--- src/rtl/seq_normalizer.sv ---
// Leading-zero normalizer (NORM_DIR_EN adds shift_left for trailing-zero/right mode); latency k+1 edges after accept, zero word 1 edge.
// Backpressure: in_ready only in IDLE; the result is held in DONE until out_ready.
module seq_normalizer #(
  parameter  int WIDTH = 8,
  localparam int AW    = $clog2(WIDTH)
) (
  input  logic             clk,
  input  logic             rst,
  input  logic             in_valid,
  output logic             in_ready,
  input  logic [WIDTH-1:0] data_in,
  output logic             out_valid,
  input  logic             out_ready,
  output logic [WIDTH-1:0] data_out,
  output logic [AW-1:0]    shift_amount,
  output logic             zero
`ifdef NORM_DIR_EN
  ,
  input  logic             shift_left
`endif
);

  typedef enum logic [1:0] {IDLE, SHIFT, DONE} state_t;

  state_t           r_state;
  logic [WIDTH-1:0] r_word;
  logic [AW-1:0]    r_cnt;
  logic             w_left;
  logic             w_hit;
  logic [WIDTH-1:0] w_next_word;

`ifdef NORM_DIR_EN
  logic r_left;
  assign w_left = r_left;
`else
  assign w_left = 1'b1;
`endif

  // Working register is separate so data_out keeps the previous result while shifting.
  assign w_hit       = w_left ? r_word[WIDTH-1] : r_word[0];
  assign w_next_word = w_left ? {r_word[WIDTH-2:0], 1'b0} : {1'b0, r_word[WIDTH-1:1]};

  always_ff @(posedge clk) begin
    if (rst) begin
      r_state      <= IDLE;
      in_ready     <= 1'b1;
      out_valid    <= 1'b0;
      data_out     <= '0;
      shift_amount <= '0;
      zero         <= 1'b0;
      r_word       <= '0;
      r_cnt        <= '0;
`ifdef NORM_DIR_EN
      r_left       <= 1'b1;
`endif
    end else begin
      case (r_state)
        IDLE: begin
          if (in_valid) begin
            r_word   <= data_in;
            r_cnt    <= '0;
            in_ready <= 1'b0;
`ifdef NORM_DIR_EN
            r_left   <= shift_left;
`endif
            if (data_in == '0) begin
              data_out     <= '0;
              shift_amount <= '0;
              zero         <= 1'b1;
              out_valid    <= 1'b1;
              r_state      <= DONE;
            end else begin
              zero    <= 1'b0;
              r_state <= SHIFT;
            end
          end
        end
        SHIFT: begin
          // A nonzero word reaches the test bit within WIDTH-1 shifts, so r_cnt cannot wrap.
          if (w_hit) begin
            data_out     <= r_word;
            shift_amount <= r_cnt;
            out_valid    <= 1'b1;
            r_state      <= DONE;
          end else begin
            r_word <= w_next_word;
            r_cnt  <= r_cnt + 1'b1;
          end
        end
        DONE: begin
          if (out_ready) begin
            out_valid <= 1'b0;
            in_ready  <= 1'b1;
            r_state   <= IDLE;
          end
        end
        default: begin
          r_state   <= IDLE;
          in_ready  <= 1'b1;
          out_valid <= 1'b0;
        end
      endcase
    end
  end

endmodule

--- config.mk ---
export PLATFORM = sky130hd
export DESIGN_NAME = seq_normalizer
export DESIGN_NICKNAME = d
export VERILOG_FILES = /design/src/rtl/seq_normalizer.sv
export SDC_FILE = /design/constraint.sdc
export NUM_CORES = 1
export LEC_CHECK = 0
export BUFFER_PORTS_ARGS = -buffer_cell sky130_fd_sc_hd__buf_4
export CAP_MARGIN = 15
export CORE_MARGIN = 3
export CORE_UTILIZATION = 51
export CTS_CLUSTER_SIZE = 20
export DETAILED_ROUTE_END_ITERATION = 12
export GPL_TIMING_DRIVEN = 0
export PLACE_DENSITY = 0.78
export SYNTH_ARGS = -nofsm -noshare
export SYNTH_HDL_FRONTEND = slang
export SYNTH_SLANG_ARGS = --single-unit
--- constraint.sdc ---
create_clock -name clk -period 2.1 [get_ports clk]
set_input_delay 0.21 -clock clk [delete_from_list [all_inputs] [get_ports clk]]
set_output_delay 0.21 -clock clk [all_outputs]
set_load 0.1 [all_outputs]
=== Word level (Yosys, flattened, before mapping) ===
Index checks and enable logic that the tools add are counted.

* $add $sub $neg: 1
* Equal/unequal tests: 7
* Mux-type cells: 28
* Bitwise logic cells: 1
* Reductions and logical operators: 10

{| class="wikitable"
|+ Operator list
! operator !! number
|-
| 8-bit 2-to-1 mux || 5
|-
| 8-bit one-hot mux with 2 select lines || 2
|-
| 3-bit 2-to-1 mux || 5
|-
| 3-bit one-hot mux with 2 select lines || 2
|-
| 2-bit inequality test, second input constant || 5
|-
| 3-bit AND reduction || 3
|-
| 8-bit zero test || 1
|-
| 2-bit 2-to-1 mux || 4
|-
| 4-bit AND reduction || 2
|-
| 1-bit 2-to-1 mux || 7
|-
| 1-bit one-hot mux with 3 select lines || 2
|-
| 2-bit one-hot mux with 3 select lines || 1
|-
| 2-bit AND reduction || 2
|-
| 3-bit by 1-bit adder with 3-bit output, second input constant || 1
|-
| 2-bit by 1-bit equality test with 1-bit output, second input constant || 1
|-
| 2-bit equality test, second input constant || 1
|-
| 2-bit zero test || 1
|-
| 2-bit nonzero test || 1
|-
| 1-bit inverter || 1
|}

* Register bits: 27
* Output and inout bits: 14
* Logic and storage cells: 56

=== Logic depth before layout (Yosys ltp) ===
Gate-level depths: netlist of run 1.

* Depth after elaboration: 4
* Gate-level depth with buffers: 6
* Gate-level depth less buffers: 4

=== Worst setup path before layout of run 1 ===
Ideal clock, no wire load.

* Path kind: register to register
* From: reg r_state[0]
* To: reg data_out[0]
* Setup time: 118 ps
* Arrival time: 1394 ps
* Required time: 1982 ps
* Setup slack: 589 ps
* Stages on the path, launching flop included: 6
* Path buffers: 1
* Cell sequence: dfxtp_1 buf_6 or3b_4 nor3_4 nor3_2 a22o_1

* Longest elaborated chain between the ends: 3
* Elaborated cells between the ends (all ways): 8

{| class="wikitable"
|+ RTL lines
! element !! RTL line !! RTL
|-
| start: declaration || 25 || <nowiki>state_t r_state;</nowiki>
|-
| start signal: assignment || 45 || <nowiki>r_state <= IDLE;</nowiki>
|-
| start signal: assignment || 71 || <nowiki>r_state <= DONE;</nowiki>
|-
| start signal: assignment || 74 || <nowiki>r_state <= SHIFT;</nowiki>
|-
| 2-bit by 1-bit equality test with 1-bit output or 2-bit zero test (tied branches) || 57 || <nowiki>case (r_state)</nowiki>
|-
| 2-bit inequality test (no line) or 2-bit nonzero test (tied branches) || - ||
|-
| 4-bit AND reduction (no line) || - ||
|-
| end signal: assignment || 81 || <nowiki>data_out <= r_word;</nowiki>
|-
| end: declaration || 14 || <nowiki>output logic [WIDTH-1:0] data_out,</nowiki>
|}

Several ways; a longest one is shown, not always the timed one.
A chain may end at the register's enable or synchronous reset.

=== Worst setup path in the final report of run 1 ===
* From: reg r_state[1]
* To: reg r_word[0]

* Longest elaborated chain between the ends: 3
* Elaborated cells between the ends (all ways): 7

{| class="wikitable"
|+ RTL lines
! element !! RTL line !! RTL
|-
| 2-bit by 1-bit equality test with 1-bit output or 2-bit zero test (tied branches) || 57 ||
|-
| 2-bit inequality test (no line) or 2-bit nonzero test (tied branches) || - ||
|-
| 3-bit AND reduction (no line) || - ||
|-
| end signal: assignment || 60 || <nowiki>r_word <= data_in;</nowiki>
|-
| end signal: assignment || 86 || <nowiki>r_word <= w_next_word;</nowiki>
|-
| end: declaration || 26 || <nowiki>logic [WIDTH-1:0] r_word;</nowiki>
|}

Several ways; a longest one is shown, not always the timed one.

==> summary.md, run 1 <==
| Metric | Value |
|---|---|
| GRT overflow | `0` |
| TritonCTS clock tree | `yes` |
| Main combinational cell family by area after synthesis | `compound AO/OA/AOI/OAI gates` |
| Yosys warning total | `0` |
| Final ANT Viol Nets | `0` |
| Post-DP HPWL | `roughly 1800 um` |
| R2r endpoint | `r_word[0]$_SDFFE_PP0P_` |
| Inserted Clock Buffers | `3` |
| Post-synthesis xor/xnor area fraction | `1.636%` |
| Final min period | `1.704 ns` |
| HP Class | `input port to register` |
| Synth Area in Compound Gates | `between 20% and 30%` |
| Die area | `2686 um2` |
| Die Wd | `51.83 um` |
| Nets | `153` |
| Simple-gate portion of the synthesized area | `about a fifth` |
| Synth unique cells | `27` |
| Area contributors post-synth | `dfxtp_1 (50%), a22o_1 (8.2%), a21oi_1 (6.5%), a22oi_1 (5.6%), nor2_1 (4.2%)` |
| Share of layout cells above drive strength 1 | `26.62%` |
| Post-synthesis mux area share | `0%` |
| Vias | `903` |
| Later-pin clock latency in the skew report | `0.31 ns` |
| Avg Cell Area, Syn | `9.649 um2` |
| Worst r2r src | `r_state[1]$_SDFFE_PP0P_` |
| RSZ-0062 raised after global routing | `no` |
| Max clock buf depth | `2` |
| Final setup viols | `0` |
| Top-area cell type share of the netlist area | `50.47%` |
| Top_reg_cell synth | `dfxtp_1` |
| Adder-cell share of the synthesized area | `1.168%` |
| Asr flop ratio synth | `0%` |
| Post-synth EDFFs | `0` |
| Pwr/cell area | `between 700 and 800 nW/um2` |
| Least-Margin Pin Slew | `0.6371 ns` |
| Drt drc | `0` |
| Period utilization | `81.12%` |
| Clk pwr share | `21.6%` |
| Max-cap violations | `0` |
| Final Max Tran Viols | `0` |
| Num rows | `15` |
| Vias per inst | `5.506` |
| PortBufs | `24` |
| Hold path cells | `3` |
| Initial DRC count | `28` |
| H-tree lvl count | `1` |
| Seq pwr share | `a little under three fifths` |
| Mapped Cells | `around 110` |
| Hold_sp | `data_in[0]` |
| Critical path class | `register to register` |
| Vias in the first global route | `870` |
| Worst EP arrival | `1.91 ns` |
| Critical-path maximum fanout | `10` |
| First-pass GRT wire length | `3698 um` |
| CP Capture Type | `register` |
| Area grow syn2layout | `22.20%` |
| Register Area | `540.5 um2` |
| VDD IR-drop max | `0.0005431 V` |
| Clock Pin Slew Worst Setup and Hold Paths | `0.14 ns` |
| Initial DRT Pass Iterations | `4` |
| Status | `finished clean` |
| Clock Skew | `0.005863 ns` |
| Synthesized flop and latch total | `27` |
| Fmax | `around 590 MHz` |
| Die Y | `51.83 um` |
| Clk Tree Root Cell | `clkbuf_4` |
| Rel. slew slack | `57.29%` |
| Internal power | `just under 0.7 mW` |
| Initial Util | `a little under 60%` |
| Global-route usage over all layers | `18.34%` |
| Drt wl/cell | `14.20 um` |
| Final setup TNS | `0 ns` |
| Design Area, Final | `about 1300 um2` |
| R2R Setup Slk | `0.40 ns` |
| Syn_nets | `124` |
| Final Util | `a little over two thirds` |
| Largest net degree at the start of global routing | `15` |
| Area of the multi-input gates | `between 400 and 500 um2` |
| Post-CTS setup-driven buffer insertion count | `0` |
| Synth area leader | `dfxtp_1` |
| CTS-repair resized insts | `0` |
| Crit start category | `register` |
| Placed inst area | `around 1300 um2` |
| Leakage | `0.5481 nW` |
| Hold endpoint | `r_word[0]$_SDFFE_PP0P_` |
| Final Hold Viols | `0` |
| DRT Wirelength | `2328 um` |
| Fill cells | `152` |
| Seq/Total Area, Yosys | `just over 50%` |
| Combinational Power Share | `roughly 22%` |
| Initial antenna violation count | `0` |
| Sw power | `0.3092 mW` |
| Switch share | `30.87%` |
| Cts hold-fix bufs | `0` |
| Routability cong. | `0.7910` |
| Worst Reg2Reg Path Length in Cells | `5` |
| CTS Sinks | `27` |
| Worst EP required | `around 2.3 ns` |
| Design Power | `1.002 mW` |
| IO Count | `26` |
| # diodes | `0` |
| Mapped Area | `1071 um2` |
| Core box area | `1858 um2` |
## power groups by stage
| stage | combinational (mW) | clock, mW | sequential [mW] |
|---|---|---|---|
| after detailed placement | 0.223 | 0 | 0.572 |
| after global routing | 0.243 | 0.243 | 0.564 |
| final | 0.224 | 0.217 | 0.561 |
| after floorplan | 0.115 | 0 | 0.621 |
| after global placement | 0.218 | 0 | 0.571 |
| after CTS | 0.224 | 0.221 | 0.561 |
## registers in the layout (all words and copies together) (netlist names)
name          count
out_valid         1
r_word            8
r_state           2
r_cnt             3
shift_amount      3
in_ready          1
data_out          8
zero              1
## through the flow
| stage | worst slack [ns] | hold slack (ns) | std cells |
|---|---|---|---|
| after floorplan | 0.5888 | 0.3717 | 111 |
| after global placement | 0.4428 | 0.4498 | 160 |
| after detailed placement | 0.4240 | 0.4533 | 160 |
| after CTS | 0.4116 | 0.1583 | 164 |
| after global routing | 0.2879 | 0.1710 | 164 |
| final | 0.3965 | 0.1563 | 164 |
## worst max-delay path, stage by stage, from the launching register on
cell and delay, ns:
dfxtp_1 0.34, buf_2 0.18, nor3b_2 0.52, nor2_1 0.28, a22oi_1 0.22, nor2_1 0.05
## worst max-delay path by stage
stage / depth (start not counted) / to / from / slack (ns)
4_1_cts: 5 / r_word[0]$_SDFFE_PP0P_ / r_state[1]$_SDFFE_PP0P_ / 0.41
6_report: 5 / r_word[0]$_SDFFE_PP0P_ / r_state[1]$_SDFFE_PP0P_ / 0.40
2_1_floorplan: 5 / data_out[0]$_SDFFE_PP0P_ / r_state[0]$_SDFFE_PP0P_ / 0.59
3_3_place_gp: 5 / data_out[1]$_SDFFE_PP0P_ / data_in[1] / 0.44
3_5_place_dp: 5 / r_word[0]$_SDFFE_PP0P_ / r_state[1]$_SDFFE_PP0P_ / 0.42
5_1_grt: 5 / r_word[0]$_SDFFE_PP0P_ / r_state[1]$_SDFFE_PP0P_ / 0.29
## placed cells by master (no fill, tap or decap), drive strengths merged
cell	n
buf	28
dfxtp	27
a21oi	14
nor2	12
a22o	10
a22oi	8
nand2	7
nor3	6
clkbuf	6
o21ai	4
nand2b	3
nor2b	2
or4	2
nor3b	2
or3b	1
and3b	1
a21boi	1
xnor2	1
inv	1
xor2	1
a21bo	1
ha	1
## routing by layer
metal	wire length [um]	GRT usage, %	part of all wire (%)
met5	0	0	0
met4	14	5.240	0.60
met3	75	2.579	3.2
met2	1245	33.68	53
met1	991	21.79	43
## synth_stat cells, types with 2 or more instances
library cell and instances:
dfxtp_1 27, a21oi_1 14, nor2_1 12, a22o_1 10, a22oi_1 8, nand2_1 7, nor3_1 4, o21ai_0 4
buf_2 3, nand2b_1 3, clkbuf_1 2, nor2b_1 2
## final cells by class
class,instances,area share [%]
multi-input combinational,77,37.67
timing repair buffer,24,13.77
buffer,6,2.581
sequential,27,41.30
clock buffer,4,2.008
tap,25,2.390
inverter,1,0.2868
## logic make-up after synthesis
family | after synthesis
compound gates | 38
xor+xnor | 2
fa+ha+maj | 1
buf+inv | 7
flops | 27
simple gates | 36
Power figures use the tool's default switching activity.
==> inputs of run 2 (changes only) <==
==> constraint.sdc (replaced) <==
create_clock -name clk -period 1.75 [get_ports clk]
set_input_delay 0.175 -clock clk [delete_from_list [all_inputs] [get_ports clk]]
set_output_delay 0.175 -clock clk [all_outputs]
set_load 0.1 [all_outputs]
==> summary.md, run 2 (synthesis results as in run 1) <==
| Metric | Value |
|---|---|
| Crit start category | `register` |
| RSZ-0062 raised after global routing | `no` |
| Period utilization | `93.90% (+13 points)` |
| Fmax | `608.5 MHz (+3.7%)` |
| Area of the multi-input gates | `499.2 um2 (+1.3%)` |
| Share of layout cells above drive strength 1 | `26.62% (unchanged)` |
| CP max stage cell | `or3b_4` |
| Initial antenna violation count | `0 (unchanged)` |
| Clk pwr share | `21.6% (about the same)` |
| HP Class | `input port to register` |
| Initial DRT Pass Iterations | `4 (unchanged)` |
| Die Y | `51.83 um (unchanged)` |
| Max clock buf depth | `2 (unchanged)` |
| Final setup TNS | `0 ns (unchanged)` |
| Nets | `153 (unchanged)` |
| Area grow syn2layout | `22.78%` |
| Status | `finished clean` |
| Max-cap violations | `0 (unchanged)` |
| Final ANT Viol Nets | `0 (unchanged)` |
| Largest net degree at the start of global routing | `15 (unchanged)` |
| Post-Route M1 WL | `950 um (-4.1%)` |
| Hold path cells | `3 (unchanged)` |
| Post-DP HPWL | `1757 um (unchanged)` |
| Final Hold Viols | `0 (unchanged)` |
| # diodes | `0 (unchanged)` |
| Crit-path cells | `buf_6 -> or3b_4 -> nor3_4 -> nor3_2 -> a22o_1` |
| DRT Wirelength | `2335 um (+0.30%)` |
| Drt drc | `0 (unchanged)` |
| Rel. slew slack | `57.36% (+0.062 points)` |
| Later-pin clock latency in the skew report | `0.31 ns (about the same)` |
| Die area | `2686 um2 (unchanged)` |
| IO Count | `26 (unchanged)` |
| Drt wl/cell | `14.24 um (+0.30%)` |
| Leakage | `0.5489 nW (+0.16%)` |
| Switch share | `30.98% (+0.11 points)` |
| Highest metal used | `met4` |
| CTS Sinks | `27 (unchanged)` |
| Fill cells | `153 (+0.66%)` |
| Commonest cells after routing, fill and taps aside | `dfxtp_1 (27), buf_4 (24), a21oi_1 (14)` |
| Register Area | `540.5 um2 (unchanged)` |
| Clk Tree Root Cell | `clkbuf_4` |
| Global-route usage over all layers | `18.34% (unchanged)` |
| Least-Margin Pin Slew | `0.6362 ns (-0.0009281 ns)` |
| Worst EP arrival | `1.86 ns (-0.05 ns)` |
| Worst Reg2Reg Path Length in Cells | `5 (unchanged)` |
| Slowest stage delay, CP | `0.42 ns (-0.10 ns)` |
| Critical-path maximum fanout | `10 (unchanged)` |
| Die Wd | `51.83 um (unchanged)` |
| Routability cong. | `0.7910 (unchanged)` |
| Vias in the first global route | `870 (unchanged)` |
| Vias | `915 (+1.3%)` |
| Final Max Tran Viols | `0 (unchanged)` |
| Seq pwr share | `55.8% (-0.2 points)` |
| Commonest non-fill, non-tap cell in the layout | `dfxtp_1` |
| Initial DRC count | `30 (+7.1%)` |
| Final min period | `1.643 ns (-0.06022 ns)` |
| Combinational Power Share | `22.6% (+0.3 points)` |
| Pwr/cell area | `918.1 nW/um2 (+20%)` |
| TritonCTS clock tree | `yes` |
| VDD IR-drop max | `0.0006536 V (+20%)` |
| GRT overflow | `0 (unchanged)` |
| Internal power | `0.8333 mW (+20%)` |
| Worst EP required | `1.97 ns (-0.34 ns)` |
| First-pass GRT wire length | `3698 um (unchanged)` |
| Cts hold-fix bufs | `0 (unchanged)` |
| Vias per inst | `5.579 (+1.3%)` |
| Top flop regs | `data_out (8), r_word (8)` |
| Final setup viols | `0 (unchanged)` |
| Critical path class | `register to register` |
| Clock Pin Slew Worst Setup and Hold Paths | `0.14 ns (about the same)` |
| CP Capture Type | `register` |
| PortBufs | `24 (unchanged)` |
| Clock Skew | `0.006087 ns (+0.0002237 ns)` |
| H-tree lvl count | `1 (unchanged)` |
| Final Util | `70.77% (+0.34 points)` |
| Num rows | `15 (unchanged)` |
| Initial Util | `57.64% (unchanged)` |
| Sw power | `0.3740 mW (+21%)` |
| WL met3 | `112 um (+49%)` |
| Inserted Clock Buffers | `3 (unchanged)` |
| Core box area | `1858 um2 (unchanged)` |
| Met2 routed WL | `1256 um (+0.88%)` |
run 2: cell counts in the layout (fill, tap and decap cells not counted):
Identical to the previous run, type by type.
run 2: critical path, delay by kind of cell (launching register included):
kind	cells	cell delay (ns)
and+or+nand+nor	3	0.82
AOI/OAI and AO/OA	1	0.26
DFF	1	0.33
buffers and inverters	1	0.13
run 2: worst paths after layout:
| check | to | start | slack [ns] |
|---|---|---|---|
| worst max-delay path | data_out[1]$_SDFFE_PP0P_ | r_state[0]$_SDFFE_PP0P_ | 0.11 |
| worst max register to register | data_out[1]$_SDFFE_PP0P_ | r_state[0]$_SDFFE_PP0P_ | 0.11 |
| worst min-delay path | r_word[0]$_SDFFE_PP0P_ | data_in[0] | 0.12 |
| worst min register to register | r_word[4]$_SDFFE_PP0P_ | r_word[4]$_SDFFE_PP0P_ | 0.49 |
run 2: timing repair:
item / CTS / global route
buffers inserted: 0 / 0
endpoints found under the setup margin: 0 / 2
hold endpoints to repair: 0 / 0
gates resized for setup: 0 / 1
run 2: per-stage QoR:
stage                     total power, mW  worst slack (ns)  hold slack (ns)  cell area [um2]  instances
after global placement             0.9466            0.1190           0.4396             1282        160
after global routing                1.264           0.02645           0.1360             1315        164
final                               1.207            0.1067           0.1207             1315        164
after floorplan                    0.8826            0.2388           0.3367             1071        111
after detailed placement           0.9548           0.07402           0.4533             1282        160
after CTS                           1.207           0.06160           0.1233             1309        164
run 2: layout make-up:
class,count,share of cell area (%)
Multi-Input combinational cell,77,37.96
Buffer,6,2.569
Tap cell,25,2.379
Timing Repair Buffer,24,13.70
Clock buffer,4,1.998
Inverter,1,0.2854
Sequential cell,27,41.10
run 2: per-layer routing:
metal	GRT usage, %	vias up
met4	5.240	0
met5	0	-
met1	21.79	430
met3	2.579	2
met2	33.68	27
li1	-	456
run 2: power by group through the flow:
stage	Sequential [mW]	Combinational (mW)	Clock [mW]
detailed placement	0.687	0.268	0
CTS	0.673	0.269	0.265
global route	0.677	0.295	0.292
floorplan	0.745	0.138	0
global placement	0.685	0.261	0
finish	0.673	0.273	0.261
